**src/rtl/sb_codex_pkg.sv**
```systemverilog
// Shared sideband definitions: message codes, payload length encoding and the
// request entry buffered by the transmit scheduler.
package SB_codex_pkg;

    typedef enum logic [7:0] {
        SB_MSG_NONE        = 8'h00,
        SB_MSG_OOR         = 8'h01,
        SB_MSG_DONE_REQ    = 8'h02,
        SB_MSG_DONE_RESP   = 8'h03,
        SB_MSG_PARAM_REQ   = 8'h04,
        SB_MSG_PARAM_RESP  = 8'h05,
        SB_MSG_MBINIT_REQ  = 8'h06,
        SB_MSG_MBINIT_RESP = 8'h07,
        SB_MSG_REG_RD      = 8'h08,
        SB_MSG_REG_WR      = 8'h09,
        SB_MSG_REG_CPL     = 8'h0A,
        SB_MSG_TRAIN_ERR   = 8'h0B
    } SB_msg_t;

    typedef enum logic [1:0] {
        SB_LEN_NONE = 2'd0,
        SB_LEN_32   = 2'd1,
        SB_LEN_64   = 2'd2
    } sb_len_t;

    localparam int SB_TX_GAP_CYCLES = 12;

    typedef struct packed {
        SB_msg_t     msg;
        logic [63:0] data;
        sb_len_t     len;
    } sb_entry_t;

endpackage

```
**src/rtl/sb_msg_fifo.sv**
```systemverilog
// Synchronous request FIFO; full/empty come from a level counter so the
// pointers can simply wrap modulo DEPTH.
module sb_msg_fifo
    import SB_codex_pkg::*;
#(
    parameter int DEPTH = 4
) (
    input  logic                     clk,
    input  logic                     rst,
    input  logic                     push,
    input  logic                     pop,
    input  logic                     flush,
    input  sb_entry_t                din,
    output sb_entry_t                dout,
    output logic [$clog2(DEPTH):0]   level,
    output logic                     full,
    output logic                     empty
);
    localparam int AW = $clog2(DEPTH);
    localparam int LW = AW + 1;

    sb_entry_t      mem [DEPTH];
    logic [AW-1:0]  wr_ptr_q, wr_ptr_d;
    logic [AW-1:0]  rd_ptr_q, rd_ptr_d;
    logic [LW-1:0]  level_q, level_d;
    logic           do_push, do_pop;

    assign full  = (level_q == LW'(DEPTH));
    assign empty = (level_q == '0);
    assign level = level_q;
    assign dout  = mem[rd_ptr_q];

    always_comb begin
        do_push  = push && !full;
        do_pop   = pop && !empty;
        wr_ptr_d = wr_ptr_q;
        rd_ptr_d = rd_ptr_q;
        level_d  = level_q;
        if (do_push) wr_ptr_d = wr_ptr_q + AW'(1);
        if (do_pop)  rd_ptr_d = rd_ptr_q + AW'(1);
        if (do_push && !do_pop)      level_d = level_q + LW'(1);
        else if (!do_push && do_pop) level_d = level_q - LW'(1);
    end

    always_ff @(posedge clk) begin
        if (do_push) mem[wr_ptr_q] <= din;
    end

    always_ff @(posedge clk) begin
        if (rst || flush) begin
            wr_ptr_q <= '0;
            rd_ptr_q <= '0;
            level_q  <= '0;
        end else begin
            wr_ptr_q <= wr_ptr_d;
            rd_ptr_q <= rd_ptr_d;
            level_q  <= level_d;
        end
    end

endmodule

```
**src/rtl/sb_tx_scheduler.sv**
```systemverilog
// Sideband transmit scheduler: buffers requests and launches header/payload
// beats with a minimum spacing so the 800MHz serialiser buffer cannot overflow.
module sb_tx_scheduler
    import SB_codex_pkg::*;
#(
    parameter int DEPTH      = 4,
    parameter int GAP_CYCLES = SB_TX_GAP_CYCLES
) (
    input  logic                   clk_100MHz,
    input  logic                   reset,
    input  logic                   enable_i,
    input  logic                   req_valid_i,
    output logic                   req_ready_o,
    input  SB_msg_t                req_msg_i,
    input  logic [63:0]            req_data_i,
    input  logic [1:0]             req_len_i,
    input  logic                   send_next_flag_i,
    output logic                   tx_valid_o,
    output SB_msg_t                tx_msg_o,
    output logic [63:0]            tx_data_o,
    output logic [$clog2(DEPTH):0] fifo_level_o,
    output logic                   busy_o
);
    localparam int GW = $clog2(2 * GAP_CYCLES + 1);

    typedef enum logic [2:0] {ST_IDLE, ST_HDR, ST_WAIT_DATA, ST_DATA, ST_GAP} state_t;

    state_t        state_q, state_d;
    logic [GW-1:0] gap_q, gap_d;
    logic          tx_valid_q, tx_valid_d;
    SB_msg_t       tx_msg_q, tx_msg_d;
    logic [63:0]   tx_data_q, tx_data_d;

    sb_entry_t     fifo_din, head;
    logic          fifo_push, fifo_pop, fifo_full, fifo_empty;

    assign req_ready_o = !reset && enable_i && !fifo_full;
    assign fifo_push   = req_valid_i && req_ready_o;

    // Length code 3 is folded into 64b; 32b payloads are zero-extended on entry.
    always_comb begin
        fifo_din.msg = req_msg_i;
        case (req_len_i)
            2'd0:    fifo_din.len = SB_LEN_NONE;
            2'd1:    fifo_din.len = SB_LEN_32;
            default: fifo_din.len = SB_LEN_64;
        endcase
        fifo_din.data = (req_len_i == 2'd1) ? {32'd0, req_data_i[31:0]} : req_data_i;
    end

    sb_msg_fifo #(.DEPTH(DEPTH)) u_fifo (
        .clk   (clk_100MHz),
        .rst   (reset),
        .push  (fifo_push),
        .pop   (fifo_pop),
        .flush (!enable_i),
        .din   (fifo_din),
        .dout  (head),
        .level (fifo_level_o),
        .full  (fifo_full),
        .empty (fifo_empty)
    );

    always_comb begin
        state_d    = state_q;
        gap_d      = gap_q;
        tx_valid_d = 1'b0;
        tx_msg_d   = tx_msg_q;
        tx_data_d  = tx_data_q;
        fifo_pop   = 1'b0;
        if (!enable_i) begin
            state_d = ST_IDLE;
            gap_d   = '0;
        end else begin
            case (state_q)
                ST_IDLE: begin
                    if (!fifo_empty && send_next_flag_i && gap_q == '0) begin
                        state_d    = ST_HDR;
                        tx_valid_d = 1'b1;
                        tx_msg_d   = head.msg;
                        tx_data_d  = head.data;
                    end
                end
                ST_HDR: begin
                    if (head.len == SB_LEN_NONE) begin
                        fifo_pop = 1'b1;
                        gap_d    = GW'(GAP_CYCLES);
                        state_d  = ST_GAP;
                    end else begin
                        state_d = ST_WAIT_DATA;
                    end
                end
                ST_WAIT_DATA: begin
                    if (send_next_flag_i) begin
                        state_d    = ST_DATA;
                        tx_valid_d = 1'b1;
                    end
                end
                ST_DATA: begin
                    fifo_pop = 1'b1;
                    gap_d    = GW'(2 * GAP_CYCLES);
                    state_d  = ST_GAP;
                end
                ST_GAP: begin
                    if (gap_q <= GW'(1)) begin
                        gap_d   = '0;
                        state_d = ST_IDLE;
                    end else begin
                        gap_d = gap_q - GW'(1);
                    end
                end
                default: state_d = ST_IDLE;
            endcase
        end
    end

    always_ff @(posedge clk_100MHz) begin
        if (reset) begin
            state_q    <= ST_IDLE;
            gap_q      <= '0;
            tx_valid_q <= 1'b0;
            tx_msg_q   <= SB_MSG_NONE;
            tx_data_q  <= '0;
        end else begin
            state_q    <= state_d;
            gap_q      <= gap_d;
            tx_valid_q <= tx_valid_d;
            tx_msg_q   <= tx_msg_d;
            tx_data_q  <= tx_data_d;
        end
    end

    assign tx_valid_o = tx_valid_q;
    assign tx_msg_o   = tx_msg_q;
    assign tx_data_o  = tx_data_q;
    assign busy_o     = (fifo_level_o != '0) || (state_q != ST_IDLE);

endmodule
```
**config.mk**
```make
export PLATFORM = sky130hd
export DESIGN_NAME = sb_tx_scheduler
export DESIGN_NICKNAME = d
export VERILOG_FILES = /design/src/rtl/sb_codex_pkg.sv /design/src/rtl/sb_msg_fifo.sv /design/src/rtl/sb_tx_scheduler.sv
export SDC_FILE = /design/constraint.sdc
export NUM_CORES = 1
export LEC_CHECK = 0
export ABC_AREA = 1
export CAP_MARGIN = 40
export CORE_MARGIN = 3
export CORE_UTILIZATION = 56
export DETAILED_ROUTE_END_ITERATION = 10
export PLACE_DENSITY_LB_ADDON = 0.25
export SLEW_MARGIN = 15
export SYNTH_ARGS = -nofsm -noshare
export SYNTH_HDL_FRONTEND = slang
export SYNTH_SLANG_ARGS = --single-unit
```
**constraint.sdc**
```tcl
create_clock -name clk_100MHz -period 5.55 [get_ports clk_100MHz]
set_input_delay 0.8325 -clock clk_100MHz [delete_from_list [all_inputs] [get_ports clk_100MHz]]
set_output_delay 0.8325 -clock clk_100MHz [all_outputs]
set_load 0.01 [all_outputs]
```
==> results of run 1 <==
[worst max-delay path: stages]
cell and delay [ps]:
clkdlybuf4s50_1 600, inv_1 110, nor2_4 210, inv_1 180, a31oi_2 220, clkdlybuf4s50_1 580
[synth_stat cells (2+ instances only)]
master      n  share of area [%]
xor2_1      2               0.12
nor2_1    265                6.6
nand3b_1    2               0.10
a211oi_1   12               0.60
a211oi_2   60                5.0
inv_1     140                3.5
o22ai_1    72                3.0
a21oi_1    14               0.46
buf_6       7               0.52
o21ai_0   153                5.1
nand3_1     9               0.30
dfxtp_1    90                 12
ha_1        7               0.58
nand4_1     2              0.083
nand2_1    23               0.57
nor3_1      2              0.066
clkbuf_1   45                1.1
nor2_2      2              0.083
buf_2      20               0.66
edfxtp_1  296                 59
[power breakdown]
group	leakage (nW)	switching (W)	total, W	internal (W)
logic	2.27	0.000128	0.000238	0.000110
registers	3.41	0.0000131	0.00316	0.00315
clock network	0.607	0.00103	0.00251	0.00148
[final timing paths]
check | startpoint | endpoint | slack (ps) | cells past startpoint
worst max-delay path | enable_i | req_ready_o | 1990 | 6
worst min-delay path | tx_msg_o[5] | tx_msg_o[5] | 460 | 2
worst min register to register | tx_msg_o[5] | tx_msg_o[5] | 460 | 2
worst max register to register | register | u_fifo.level[2] | 2510 | 13
[sequential cells by signal (all words and copies together), names as in the netlist, 2 cells and up, named ones only]
name             cells
u_fifo.mem         296
tx_data_o           64
tx_msg_o             8
gap_q                5
state_q              3
u_fifo.level         3
u_fifo.rd_ptr_q      2
u_fifo.wr_ptr_q      2
[metal layers]
layer | track usage [%] | vias up
met2 | 36.3 | 253
li1 | - | 4609
met4 | 7.16 | 0
met1 | 27.3 | 4550
met5 | 0 | -
met3 | 3.55 | 56
[final cells by class]
class | instances | area (µm²) | share of cell area [%]
tap | 335 | 419 | 2.30
clock buffer | 53 | 1060 | 5.82
sequential | 386 | 10700 | 58.8
clock inverter | 18 | 174 | 0.956
timing repair buffer | 173 | 1780 | 9.76
inverter | 142 | 536 | 2.94
multi-input combinational | 633 | 3540 | 19.4
[cells by family after synthesis]
logic type	synth area share, %
xor+xnor	0.174
flops	70.9
simple gates	8.04
compound gates	14.2
fa+ha+maj	0.714
buf+inv	5.89
[stage by stage]
stage | hold slack [ps] | instance area [µm²] | util, % | worst slack, ps
6_report | 462 | 18200 | 69.3 | 1990
2_1_floorplan | 439 | 15100 | - | 235
3_5_place_dp | 447 | 16900 | 64.5 | 1770
5_1_grt | 473 | 18200 | 69.3 | 1850
3_3_place_gp | 449 | 16900 | 64.2 | 1820
4_1_cts | 464 | 18200 | 69.1 | 1980
==> results.yml, run 1 <==
grt:
  grt_max_degree: 117
  antenna_found_initial: 0
  grt_first_pass_wirelength_mm: 48.5
  grt_use_total_pct: 21.1
  grt_pass1_vias: 9552
  overflow: 0
drt:
  drt-pass1-iter-count: 5
  drt-met1-wl_mm: 13.2
  met3_length_mm: 1.64
  highest_layer: "met4"
  wl_per_cell_um: 17.7
  postRouteAntennaNets: 0
  wl_met2_mm: 15.3
  drt_first_iter_violations: 853
  wirelength_mm: 30.9
  drc: 0
  routed-via-count: 9468
  via_per_inst: 5.44
worst_setup_path:
  critPathRequiredTime_ps: 4720
  end_kind: "output pin"
  crit_type: "in2out"
  crit_path_start_kind: "input port"
  worstPathArrival_ps: 2720
  crit_fanout: 10
logic_synthesis:
  ys_seq_area_share_pct: 70.9
  synth_cell_types: 31
  ys_ff_latch: 386
  synthArstFlopShare_pct: 0
  yosysWarnings: 0
  synth_area_per_cell_um2: 12.2
  syn_area_mm2: 0.0151
  synth_nets: 1321
  syn_inst: 1234
  ys.flop_type: "edfxtp_1"
  synth_edf_count: 296
die:
  fp.dieW_um: 170
  io_pins: 157
  start_util_pct: 57.4
  die-height_um: 170
  row_count: 59
  core-area_mm2: 0.0263
  die_area_mm2: 0.0289
timing:
  fin_tns_setup_ps: 0
  finalHoldViolations: 0
  timing.fmax_mhz: 281
  tightest_slew_ps: 774
  grt_setup_unrepaired: "no"
  setup_viol: 0
  worst_clock_skew_ps: 19.7
  min_period_over_period_pct: 64.1
  min_period_ps: 3560
  slew_headroom_pct: 48.4
  slew_violations: 0
clock_tree:
  clk_latency_ps: 530
  clk_path_buf_depth: 3
  tritoncts: "done"
  ctsResizeCount: 0
  path_clk_slew_ps: 60
  htree_levels: 2
  cts_hold_buf: 0
  root_buffer: "clkbuf_16"
  post_cts.repair.setup_buffers: 0
  cts_made_buffers: 39
  cts_sinks: 386
layout:
  drive_gt1_share_pct: 10.5
  area_growth_pct: 20.8
  fin_cells: 1740
  layout_commonest_cell: "edfxtp_1"
  nNetsFinal: 1462
  layout_common_cells: "edfxtp_1 (296), nor2_1 (260), clkdlybuf4s50_1 (155)"
  antennaDiodeCount: 0
  fill_cells: 1852
flow_run:
  drv_cap: 0
place:
  gp_congestion: 0.784
  dp.cells: 1668
  io_buffers: 156
  dpl.hpwl_mm: 17.9
pwr:
  total_power_w: 0.00591
  power_density_mw_per_mm2: 325
  ir_worst_vdd_uv: 176
  cellLeakagePower_nw: 6.29
worst_hold_path:
  hp-class: "reg2reg"
status:
  status: "completed"
(Power assumes the default switching activity.)
==> run 2, diff against run 1 <==
Settings changed: CORE_UTILIZATION 56 to 51.
Clock period 5.55 ns to 2.9 ns, I/O delays scaled along.
==> results.yml, run 2 (synthesis results as in run 1) <==
timing:
  tightest_slew_ps: 802
  worst_clock_skew_ps: 15.8
  finalHoldViolations: 0
  hold-worst-slack_ps: 418
  slew_headroom_pct: 46.6
  timing.fmax_mhz: 409
  setup_viol: 0
  fin_tns_setup_ps: 0
  grt_setup_unrepaired: "no"
  min_period_over_period_pct: 84.2
  min_period_ps: 2440
  slew_violations: 0
die:
  row_count: 62
  die_area_mm2: 0.0317
  io_pins: 157
  start_util_pct: 52.1
  fp.dieW_um: 178
  die-height_um: 178
  core-area_mm2: 0.0289
clock_tree:
  clk_latency_ps: 520
  cts_made_buffers: 39
  cts_hold_buf: 0
  post_cts.repair.setup_buffers: 0
  cts_sinks: 386
  ctsResizeCount: 0
  htree_levels: 2
  root_buffer: "clkbuf_16"
  path_clk_slew_ps: 60
  clk_path_buf_depth: 3
  tritoncts: "done"
drt:
  via_per_inst: 5.29
  routed-via-count: 9523
  wl_per_cell_um: 17.6
  postRouteAntennaNets: 0
  drt-pass1-iter-count: 5
  drc: 0
  wirelength_mm: 31.6
  drt_first_iter_violations: 803
layout:
  fin_cells: 1799
  multiInputGateArea_mm2: 0.00354
  drive_gt1_share_pct: 11.6
  layout_common_cells: "edfxtp_1 (296), nor2_1 (260), clkdlybuf4s50_1 (155)"
  fill_cells: 2205
  seq_area_mm2: 0.0107
  antennaDiodeCount: 0
  area_growth_pct: 22.0
  layout_commonest_cell: "edfxtp_1"
  largest_reg_flops: 296
  nNetsFinal: 1473
  top_register: "u_fifo.mem"
grt:
  grt_use_total_pct: 20.0
  overflow: 0
  grt_first_pass_wirelength_mm: 49.9
  antenna_found_initial: 0
  grt_max_degree: 77
  grt_pass1_vias: 9432
pwr:
  combPwrFrac_pct: 4.1
  ir_worst_vdd_uv: 376
  p_seq_share_pct: 53.1
  internal-power_w: 0.00909
  p_sw_w: 0.00230
  cellLeakagePower_nw: 6.34
  netSwitchingFraction_pct: 20.2
  power_density_mw_per_mm2: 619
  total_power_w: 0.0114
  pwr-share-clk_pct: 42.8
worst_setup_path:
  worst_path_most_repeated_cell: "nand3_1"
  crit_type: "reg2reg"
  critPathRequiredTime_ps: 3300
  cpMaxStageDelayCell: "dfxtp_4"
  worstPathArrival_ps: 2840
  crit_fanout: 29
  crit_chain: "inv_4, nand2_1, nand3_1, nand3_1, nand2_1, nand3_1, ha_1, inv_1, fa_1, a21oi_1, o21ai_0, o21ai_0, a21oi_1"
  crit_path_max_incr_delay_ps: 480
  crit_path_start_kind: "register"
  end_kind: "register"
flow_run:
  drv_cap: 0
worst_hold_path:
  hp-class: "in2reg"
place:
  dp.cells: 1729
  gp_congestion: 0.791
  io_buffers: 156
  dpl.hpwl_mm: 18.4
status:
  status: "completed"
run 2: path summary, 6_finish.rpt:
path,from,end,slack (ps),cells past startpoint
hold / removal,reset,gap_q[1],420,5
setup / recovery,register,u_fifo.level[2],460,13
hold reg to reg,tx_msg_o[0],tx_msg_o[0],460,2
setup reg to reg,register,u_fifo.level[2],460,13
run 2: cell type report:
cell class | count | share of cell area (%)
Clock inverter | 18 | 0.844
Multi-Input combinational cell | 633 | 19.3
Clock buffer | 52 | 5.97
Inverter | 142 | 2.91
Sequential cell | 386 | 58.2
Timing Repair Buffer | 184 | 10.2
Tap cell | 384 | 2.61
run 2: per-layer routing:
metal | vias to the layer above | wire length [µm] | track usage [%] | share of wire (%)
met2 | 273 | 15500 | 33.3 | 49
met5 | - | 0 | 0 | 0
met3 | 51 | 1580 | 2.78 | 5.0
li1 | 4623 | - | - | -
met4 | 0 | 652 | 6.09 | 2.1
met1 | 4576 | 13800 | 27.4 | 44
run 2: metrics by stage:
step / instance area, µm² / setup slack (ps) / utilization, %
after global placement: 17100 / 312 / 59.2
after global routing: 18400 / 189 / 63.5
after detailed placement: 17100 / 293 / 59.2
final: 18400 / 458 / 63.5
after floorplan: 15100 / -800 / -
after CTS: 18400 / 442 / 63.5
run 2: power by group through the flow:
stage                     registers [W]  logic [W]  clock network, W
after floorplan                 0.00618   0.000183                 0
after global routing            0.00605   0.000505           0.00517
after CTS                       0.00605   0.000468           0.00496
after detailed placement        0.00617   0.000465                 0
after global placement          0.00617   0.000456                 0
final                           0.00605   0.000463           0.00487
run 2: worst max-delay path: cells and delay by family (launching register included):
family          cells  cell delay, ps
fa+ha+maj           2             530
buf+inv             2             220
simple gates        5             600
flops               1             480
compound gates      4             480
